**src/rtl/alu_result_serializer.sv**
```systemverilog
// alu_result_serializer
//   Sits behind the four ALU execution units (arith/logic/cmp/shift). Notes
//   which unit was enabled, grabs that unit's registered result and flag one
//   cycle later, buffers it in a DEPTH-entry FIFO and streams each entry out
//   LSB byte first over a valid/ready byte link.
//
//   Optional build macro ALU_SER_STATUS_BYTE_EN: appends a status byte
//   {flag, 1'b0, unit_id[1:0], 4'b0101} after the data bytes of each frame.
//
// Ports:
//   clk, rst                 clock, synchronous active-high reset
//   *_enable                 per-unit op enables (same as the units see)
//   *_out [WIDTH-1:0]        per-unit registered results
//   *_flag                   per-unit flags
//   tx_data/tx_valid/tx_ready byte stream out
//   busy                     work pending anywhere in the block
//   overflow, multi_err      sticky error flags, cleared by err_clr
module alu_result_serializer #(
  parameter int WIDTH = 16,
  parameter int DEPTH = 4
) (
  input  logic             clk,
  input  logic             rst,
  input  logic             arith_enable,
  input  logic             logic_enable,
  input  logic             cmp_enable,
  input  logic             shift_enable,
  input  logic [WIDTH-1:0] arith_out,
  input  logic [WIDTH-1:0] logic_out,
  input  logic [WIDTH-1:0] cmp_out,
  input  logic [WIDTH-1:0] shift_out,
  input  logic             arith_flag,
  input  logic             logic_flag,
  input  logic             cmp_flag,
  input  logic             shift_flag,
  output logic [7:0]       tx_data,
  output logic             tx_valid,
  input  logic             tx_ready,
  output logic             busy,
  output logic             overflow,
  output logic             multi_err,
  input  logic             err_clr
);

  localparam int DB = WIDTH / 8;
`ifdef ALU_SER_STATUS_BYTE_EN
  localparam int NB = DB + 1;
  localparam int EW = WIDTH + 3;  // {flag, unit_id, result}
`else
  localparam int NB = DB;
  localparam int EW = WIDTH;
`endif
  localparam int IW = (NB > 1) ? $clog2(NB) : 1;
  localparam int AW = $clog2(DEPTH);
  localparam int CW = AW + 1;

  typedef enum logic {S_IDLE = 1'b0, S_SEND = 1'b1} state_t;

  // ---------------- capture stage ----------------
  logic       pend_valid_q, pend_valid_d;
  logic [1:0] pend_unit_q, pend_unit_d;
  logic       multi_evt;

  always_comb begin
    pend_valid_d = arith_enable | logic_enable | cmp_enable | shift_enable;
    pend_unit_d  = 2'd3;
    if (arith_enable)      pend_unit_d = 2'd0;
    else if (logic_enable) pend_unit_d = 2'd1;
    else if (cmp_enable)   pend_unit_d = 2'd2;
    multi_evt = (arith_enable & (logic_enable | cmp_enable | shift_enable)) |
                (logic_enable & (cmp_enable | shift_enable)) |
                (cmp_enable & shift_enable);
  end

  // ---------------- result select ----------------
  logic [WIDTH-1:0] res_sel;
  logic             flag_sel;
  logic [EW-1:0]    push_data;

  always_comb begin
    unique case (pend_unit_q)
      2'd0:    begin res_sel = arith_out; flag_sel = arith_flag; end
      2'd1:    begin res_sel = logic_out; flag_sel = logic_flag; end
      2'd2:    begin res_sel = cmp_out;   flag_sel = cmp_flag;   end
      default: begin res_sel = shift_out; flag_sel = shift_flag; end
    endcase
`ifdef ALU_SER_STATUS_BYTE_EN
    push_data = {flag_sel, pend_unit_q, res_sel};
`else
    push_data = res_sel;
`endif
  end

`ifndef ALU_SER_STATUS_BYTE_EN
  // Flags are not stored without the status byte.
  logic unused_flag;
  assign unused_flag = flag_sel;
`endif

  // ---------------- FIFO ----------------
  logic [DEPTH-1:0][EW-1:0] mem_q, mem_d;
  logic [AW-1:0]            wptr_q, wptr_d, rptr_q, rptr_d;
  logic [CW-1:0]            cnt_q, cnt_d;
  logic                     empty, full, pop, push_ok, ovf_evt;
  logic [EW-1:0]            fifo_head;

  always_comb begin
    empty     = (cnt_q == '0);
    full      = (cnt_q == CW'(DEPTH));
    // A full FIFO still takes the push when the serializer pops on the same edge.
    push_ok   = pend_valid_q & (~full | pop);
    ovf_evt   = pend_valid_q & full & ~pop;
    fifo_head = mem_q[rptr_q];
    mem_d     = mem_q;
    if (push_ok) mem_d[wptr_q] = push_data;
    wptr_d = push_ok ? wptr_q + 1'b1 : wptr_q;
    rptr_d = pop     ? rptr_q + 1'b1 : rptr_q;
    unique case ({push_ok, pop})
      2'b10:   cnt_d = cnt_q + 1'b1;
      2'b01:   cnt_d = cnt_q - 1'b1;
      default: cnt_d = cnt_q;
    endcase
  end

  // ---------------- sticky errors ----------------
  logic overflow_q, overflow_d, multi_err_q, multi_err_d;

  always_comb begin
    // A new error in the clear cycle wins.
    overflow_d  = (overflow_q  & ~err_clr) | ovf_evt;
    multi_err_d = (multi_err_q & ~err_clr) | multi_evt;
  end

  // ---------------- serializer FSM ----------------
  state_t        state_q, state_d;
  logic [EW-1:0] sh_q, sh_d;
  logic [IW-1:0] idx_q, idx_d;
  logic          hs, last;
  logic [NB-1:0][7:0] frame_bytes;

  // state register
  always_ff @(posedge clk) begin
    if (rst) state_q <= S_IDLE;
    else     state_q <= state_d;
  end

  // next state
  always_comb begin
    hs      = tx_valid & tx_ready;
    last    = (idx_q == IW'(NB - 1));
    state_d = state_q;
    unique case (state_q)
      S_IDLE:  if (!empty) state_d = S_SEND;
      default: if (hs && last && empty) state_d = S_IDLE;
    endcase
  end

  // outputs
  always_comb begin
    for (int i = 0; i < DB; i++) frame_bytes[i] = sh_q[8*i +: 8];
`ifdef ALU_SER_STATUS_BYTE_EN
    frame_bytes[DB] = {sh_q[WIDTH+2], 1'b0, sh_q[WIDTH+1:WIDTH], 4'b0101};
`endif
    tx_valid = (state_q == S_SEND);
    tx_data  = '0;
    if (tx_valid) begin
      for (int i = 0; i < NB; i++)
        if (idx_q == IW'(i)) tx_data = frame_bytes[i];
    end
    busy      = ~empty | tx_valid | pend_valid_q;
    overflow  = overflow_q;
    multi_err = multi_err_q;
  end

  // Shift register load: from IDLE, or straight after the last byte so
  // back-to-back frames have no bubble.
  always_comb begin
    pop   = ~empty & ((state_q == S_IDLE) | (hs & last));
    sh_d  = sh_q;
    idx_d = idx_q;
    if (pop) begin
      sh_d  = fifo_head;
      idx_d = '0;
    end else if (hs) begin
      idx_d = idx_q + 1'b1;
    end
  end

  always_ff @(posedge clk) begin
    if (rst) begin
      pend_valid_q <= 1'b0;
      pend_unit_q  <= '0;
      mem_q        <= '0;
      wptr_q       <= '0;
      rptr_q       <= '0;
      cnt_q        <= '0;
      overflow_q   <= 1'b0;
      multi_err_q  <= 1'b0;
      sh_q         <= '0;
      idx_q        <= '0;
    end else begin
      pend_valid_q <= pend_valid_d;
      pend_unit_q  <= pend_unit_d;
      mem_q        <= mem_d;
      wptr_q       <= wptr_d;
      rptr_q       <= rptr_d;
      cnt_q        <= cnt_d;
      overflow_q   <= overflow_d;
      multi_err_q  <= multi_err_d;
      sh_q         <= sh_d;
      idx_q        <= idx_d;
    end
  end

endmodule

```
**config.mk**
```make
export PLATFORM = sky130hd
export DESIGN_NAME = alu_result_serializer
export DESIGN_NICKNAME = d
export VERILOG_FILES = /design/src/rtl/alu_result_serializer.sv
export SDC_FILE = /design/constraint.sdc
export NUM_CORES = 1
export LEC_CHECK = 0
export CORE_MARGIN = 5
export CORE_UTILIZATION = 49
export DETAILED_ROUTE_END_ITERATION = 10
export PLACE_DENSITY_LB_ADDON = 0.1
export RECOVER_POWER = 50
export SLEW_MARGIN = 20
export SYNTH_ARGS = -nofsm -noshare
export SYNTH_HDL_FRONTEND = slang
export SYNTH_SLANG_ARGS = --single-unit
```
**constraint.sdc**
```tcl
create_clock -name clk -period 2.1 [get_ports clk]
set_input_delay 0.315 -clock clk [delete_from_list [all_inputs] [get_ports clk]]
set_output_delay 0.315 -clock clk [all_outputs]
set_load 0.02 [all_outputs]
```
Word-level counts from Yosys, hierarchy flattened
Index checks and enable logic that the tools add are counted.

word-level totals
  flip-flop bits (word level) = 94
  input port bits = 76
  output and inout bits = 12
  logic and storage cells = 81

operators by class
  magnitude comparators = 3
  mux-type cells = 14
  $add $sub $neg = 5
  eq/ne operators = 5
  bitwise operators = 30
  reduce and logical (&&, ||, !) cells = 9

operator list
  kind                 count
  $bwmux 64            1
  $pmux 16 s3          1
  $bmux 16 s2          1
  $demux 16 s2         1
  $mux 16              2
  $mux 8               2
  $or 1x1->1           14
  $and 1x1->1          11
  $lt 2x3->1 const B   2
  $pmux 3 s2           1
  $mux 1               5
  $not 1->1            5
  $add 2x1->2 const B  2
  $eq 2x1->1 const B   2
  $eq 2x2->1 const B   2
  $reduce_or 2->1      2
  $add 3x1->3 const B  1
  $eq 3x3->1 const B   1
  $logic_and 1x1->1    3
  $logic_not 3->1      1
  $reduce_or 3->1      1
  $sub 3x1->3 const B  1
  $ge 2x1->1 const B   1
  $logic_not 2->1      1
  other kinds (2)      2

Logic depth before layout (Yosys ltp)
Gate-level depths: netlist (run 1).

  depth after elaboration = 8
  mapped depth = 9
  mapped depth without buffers = 9

Least setup slack after synthesis (run 1)
Ideal clock, no wire load.

  path kind = reg2reg
  start = register state_q (netlist: tx_valid)
  end = register cnt_q[2]
  path buffers = 0
  data arrival time = 2.124 ns
  stages on the path, launching flop included = 10
  path slack = -0.094 ns
  data required time = 2.030 ns
  clock period less this slack = 2.194 ns
  cells stage by stage = dfxtp_1 a21boi_2 a21boi_0 inv_1 ha_1 inv_1 fa_1 xor2_1 or3_1 a21oi_1

on the way
  word-level cells in the longest chain between the ends = 8
  elaborated cells on any way between the ends = 11
  those cells by class = eq/ne (2); mux (1); bitwise (7); reduce/logical (1)

RTL lines
  item                                                    line  source
  start: declaration                                      135   state_t state_q, state_d;
  start signal: assignment                                144   else state_q <= state_d;
  $and 1x1->1                                             149   hs = tx_valid & tx_ready;
  $and 1x1->1                                             178   pop = ~empty & ((state_q == S_IDLE) | (hs & last));
  $or 1x1->1 *                                            178
  $and 1x1->1 *                                           178
  $or 1x1->1                                              111   push_ok = pend_valid_q & (~full | pop);
  $and 1x1->1                                             111
  $eq 2x1->1 / $eq 2x2->1 (equally long branches)         118   unique case ({push_ok, pop})
  $pmux 3 s2 / $reduce_bool 2->1 (equally long branches)  --
  end signal: assignment                                  207   cnt_q <= cnt_d;
  end: declaration                                        103   logic [CW-1:0] cnt_q, cnt_d;

Every way passes the cells marked *; elsewhere a longest branch is shown, timed or not.
A chain may end at the register's enable or synchronous reset.

Worst setup path in the final report (run 1)
  start = register cnt_q[1]
  end = register cnt_q[2]

on the way
  word-level cells in the longest chain between the ends = 7
  elaborated cells on any way between the ends = 13
  those cells by class = add/sub (2); eq/ne (3); mux (1); bitwise (5); reduce/logical (2)

RTL lines
  item                                                    line  source
  $logic_not 3->1                                         108   empty = (cnt_q == '0);
  $not 1->1                                               178
  $and 1x1->1                                             178
  $or 1x1->1                                              111
  $and 1x1->1                                             111
  $eq 2x1->1 / $eq 2x2->1 (equally long branches)         118
  $pmux 3 s2 / $reduce_bool 2->1 (equally long branches)  --

Parallel ways exist; a longest one is shown, timed or not.

==> results of run 1 <==
==> final cells by class <==
| type | instances | area (um^2) |
|---|---|---|
| Clock inverter | 3 | 43.8 |
| Timing Repair Buffer | 117 | 1190 |
| Sequential cell | 94 | 1890 |
| Inverter | 73 | 274 |
| Multi-Input combinational cell | 345 | 3160 |
| Tap cell | 143 | 179 |
| Fill cell | 977 | 4440 |
| Clock buffer | 13 | 240 |
==> critical path, cell delays in order (launching register included) <==
cell      delay (ns)
dfxtp_2         0.36
nor3b_4         0.22
a21boi_2        0.09
inv_1           0.07
ha_2            0.16
inv_1           0.05
fa_2            0.34
xor2_1          0.18
or3_1           0.37
a21oi_2         0.14
==> cell usage in the layout (no fill, tap or decap), types with 5 or more instances in the layout <==
cell type        count
dfxtp_1             89
inv_1               73
clkdlybuf4s50_1     69
a211o_1             64
o211ai_1            63
o311ai_1            60
mux4_2              26
buf_4               22
a21oi_1             21
o21ai_0             19
nand3_1             16
mux2i_1              9
nor2_1               9
clkbuf_16            9
nor2b_1              8
dlymetal6s2s_1       8
buf_12               8
mux4_1               6
or3_1                5
clkbuf_1             5
==> logic make-up after synthesis <==
logic type               count (synthesis)  share of synthesized area
AO/OA/AOI/OAI                          241                      0.330
buffers and inverters                  153                      0.121
flip-flops                              94                      0.330
AND/OR/NAND/NOR                         53                     0.0520
multiplexers                            42                      0.148
adder cells (fa/ha/maj)                  7                     0.0162
XOR/XNOR                                 2                    0.00307
==> stage by stage <==
stage / utilization / hold slack [ns]
after floorplan: - / 0.386
after detailed placement: 0.584 / 0.466
after CTS: 0.610 / 0.271
final: 0.611 / 0.271
after global routing: 0.611 / 0.290
after global placement: 0.584 / 0.465
==> flip-flops by register name (all words and copies together), names as in the netlist <==
signal and cells:
mem_q 64, frame_bytes 16, cnt_q 3, pend_unit_q 2, rptr_q 2, wptr_q 2, idx_q 1, multi_err 1
overflow 1, pend_valid_q 1, tx_valid 1
==> what timing repair did <==
action	in CTS	in global routing
endpoints found under the setup margin	2	9
pin swaps	1	4
resized for setup	6	14
buffers inserted	1	0
cloned	0	0
==> final timing paths <==
check                                from  cells after the start  slack [ns]   endpoint
worst max-delay path             cnt_q[1]                      9        0.05   cnt_q[2]
worst min-delay path                  rst                      2        0.27   cnt_q[2]
worst max register to register   cnt_q[1]                      9        0.05   cnt_q[2]
worst min register to register  multi_err                      2        0.47  multi_err
==> where the power goes <==
part           switching, mW  internal (mW)  total (mW)
clock network          0.684          0.928        1.61
logic                   1.40          0.894        2.29
registers              0.138           1.97        2.10
==> per-layer routing <==
layer  share of wire  GRT usage
met5               0          0
met4           0.011     0.0523
met3           0.070     0.0384
met2            0.46      0.348
met1            0.46      0.317
==> impl_metrics.ini, run 1 <==
[outcome]
status = complete, no violations

[global_route]
grtUsageTotal = 0.221
grt_max_degree = 109
grt_pass1_wl_mm = 26.0
grt-ovfl-total = 0
grt_pass1_vias = 5084
antenna_found_initial = 0

[logic_synthesis]
synth_top_area_share = 0.330
synth_area_per_cell_um2 = 9.64
synth_area_leaders = dfxtp_1, mux4_2, a211o_1
synth_edf_count = 0
ys_seq_area_frac = 0.330
async_flop_share = 0
synth_most_common_cell = dfxtp_1
ys_types = 42
syn-cell-area_um2 = 5710
synth_fp_nets = 674
yosys.area.top_type = dfxtp_1
syn_inst = 592
ys_ff_latch = 94
synthTopCellsByCount = dfxtp_1, inv_1, a211o_1
ys.flop_type = dfxtp_1
synth_warnings = 0

[layout]
drive_gt1_frac = 0.138
nNetsFinal = 722
syn_to_final_growth_pct = 22.3
layout.cells.non_filler = 788
final_area_um2 = 6980
diodes = 0

[setup_path]
critPathMaxFanout = 6
cp-end-kind = register
crit_arrival_ns = 2.32
startpoint_type = register
crit_type = register to register
crit_required_ns = 2.36

[clock_tree]
htreeDepth = 3
numCtsBuffers = 9
cts_hold_buf = 0
cts_tree = built
clockBufferDepth = 2
clock-sinks = 94
root_buffer = clkbuf_16
path_clk_slew_ns = 0.06
clk_latency_ns = 0.34

[sta]
period_needed_ns = 2.05
fin_skew_ns = 0.00663
worst_pin_slew_ns = 0.768
slew_headroom = 0.488
setup_slack_ns = 0.0462
clock.fmax_ghz = 0.487
post-route-period-util = 0.978
tns_ns = 0
drv_slew = 0
hold_violations = 0
rsz0062_at_grt = yes
setup_violations = 0

[floorplanning]
die_w_um = 118
row_count = 39
die_h_um = 118
coreArea_um2 = 11400
num_io_pins = 88
initial_core_util = 0.500
dieArea_um2 = 13900

[placed_design]
port_buffers = 83
gp_congestion = 0.759
pre_cts_ws_ns = -0.478
placed_area_um2 = 6660
placed_cells = 771
hpwl_mm = 10.0

[route]
ant_nets = 0
wirelength_mm = 15.6
avgViaCountPerCell = 6.43
wl_per_cell_um = 19.9
drc = 0
first_pass_iters = 6
vias = 5063
first_iter_violations = 569

[power_and_ir_drop]
peakVddDrop_uv = 848
p_per_area_nw_per_um2 = 861
finalPower_mw = 6.01
p_leak_nw = 2.36

[worst_hold_path]
hold_path_class = primary input to register

[job]
cap_violations = 0
Note: power is estimated with default switching activity, not from simulation.
==> inputs of run 2 (changes only) <==
- ABC_AREA: unset -> 0
- SLEW_MARGIN: 20 -> unset
==> results of run 2 <==
No change in the layout: final DEF, timing and power equal those of run 1.
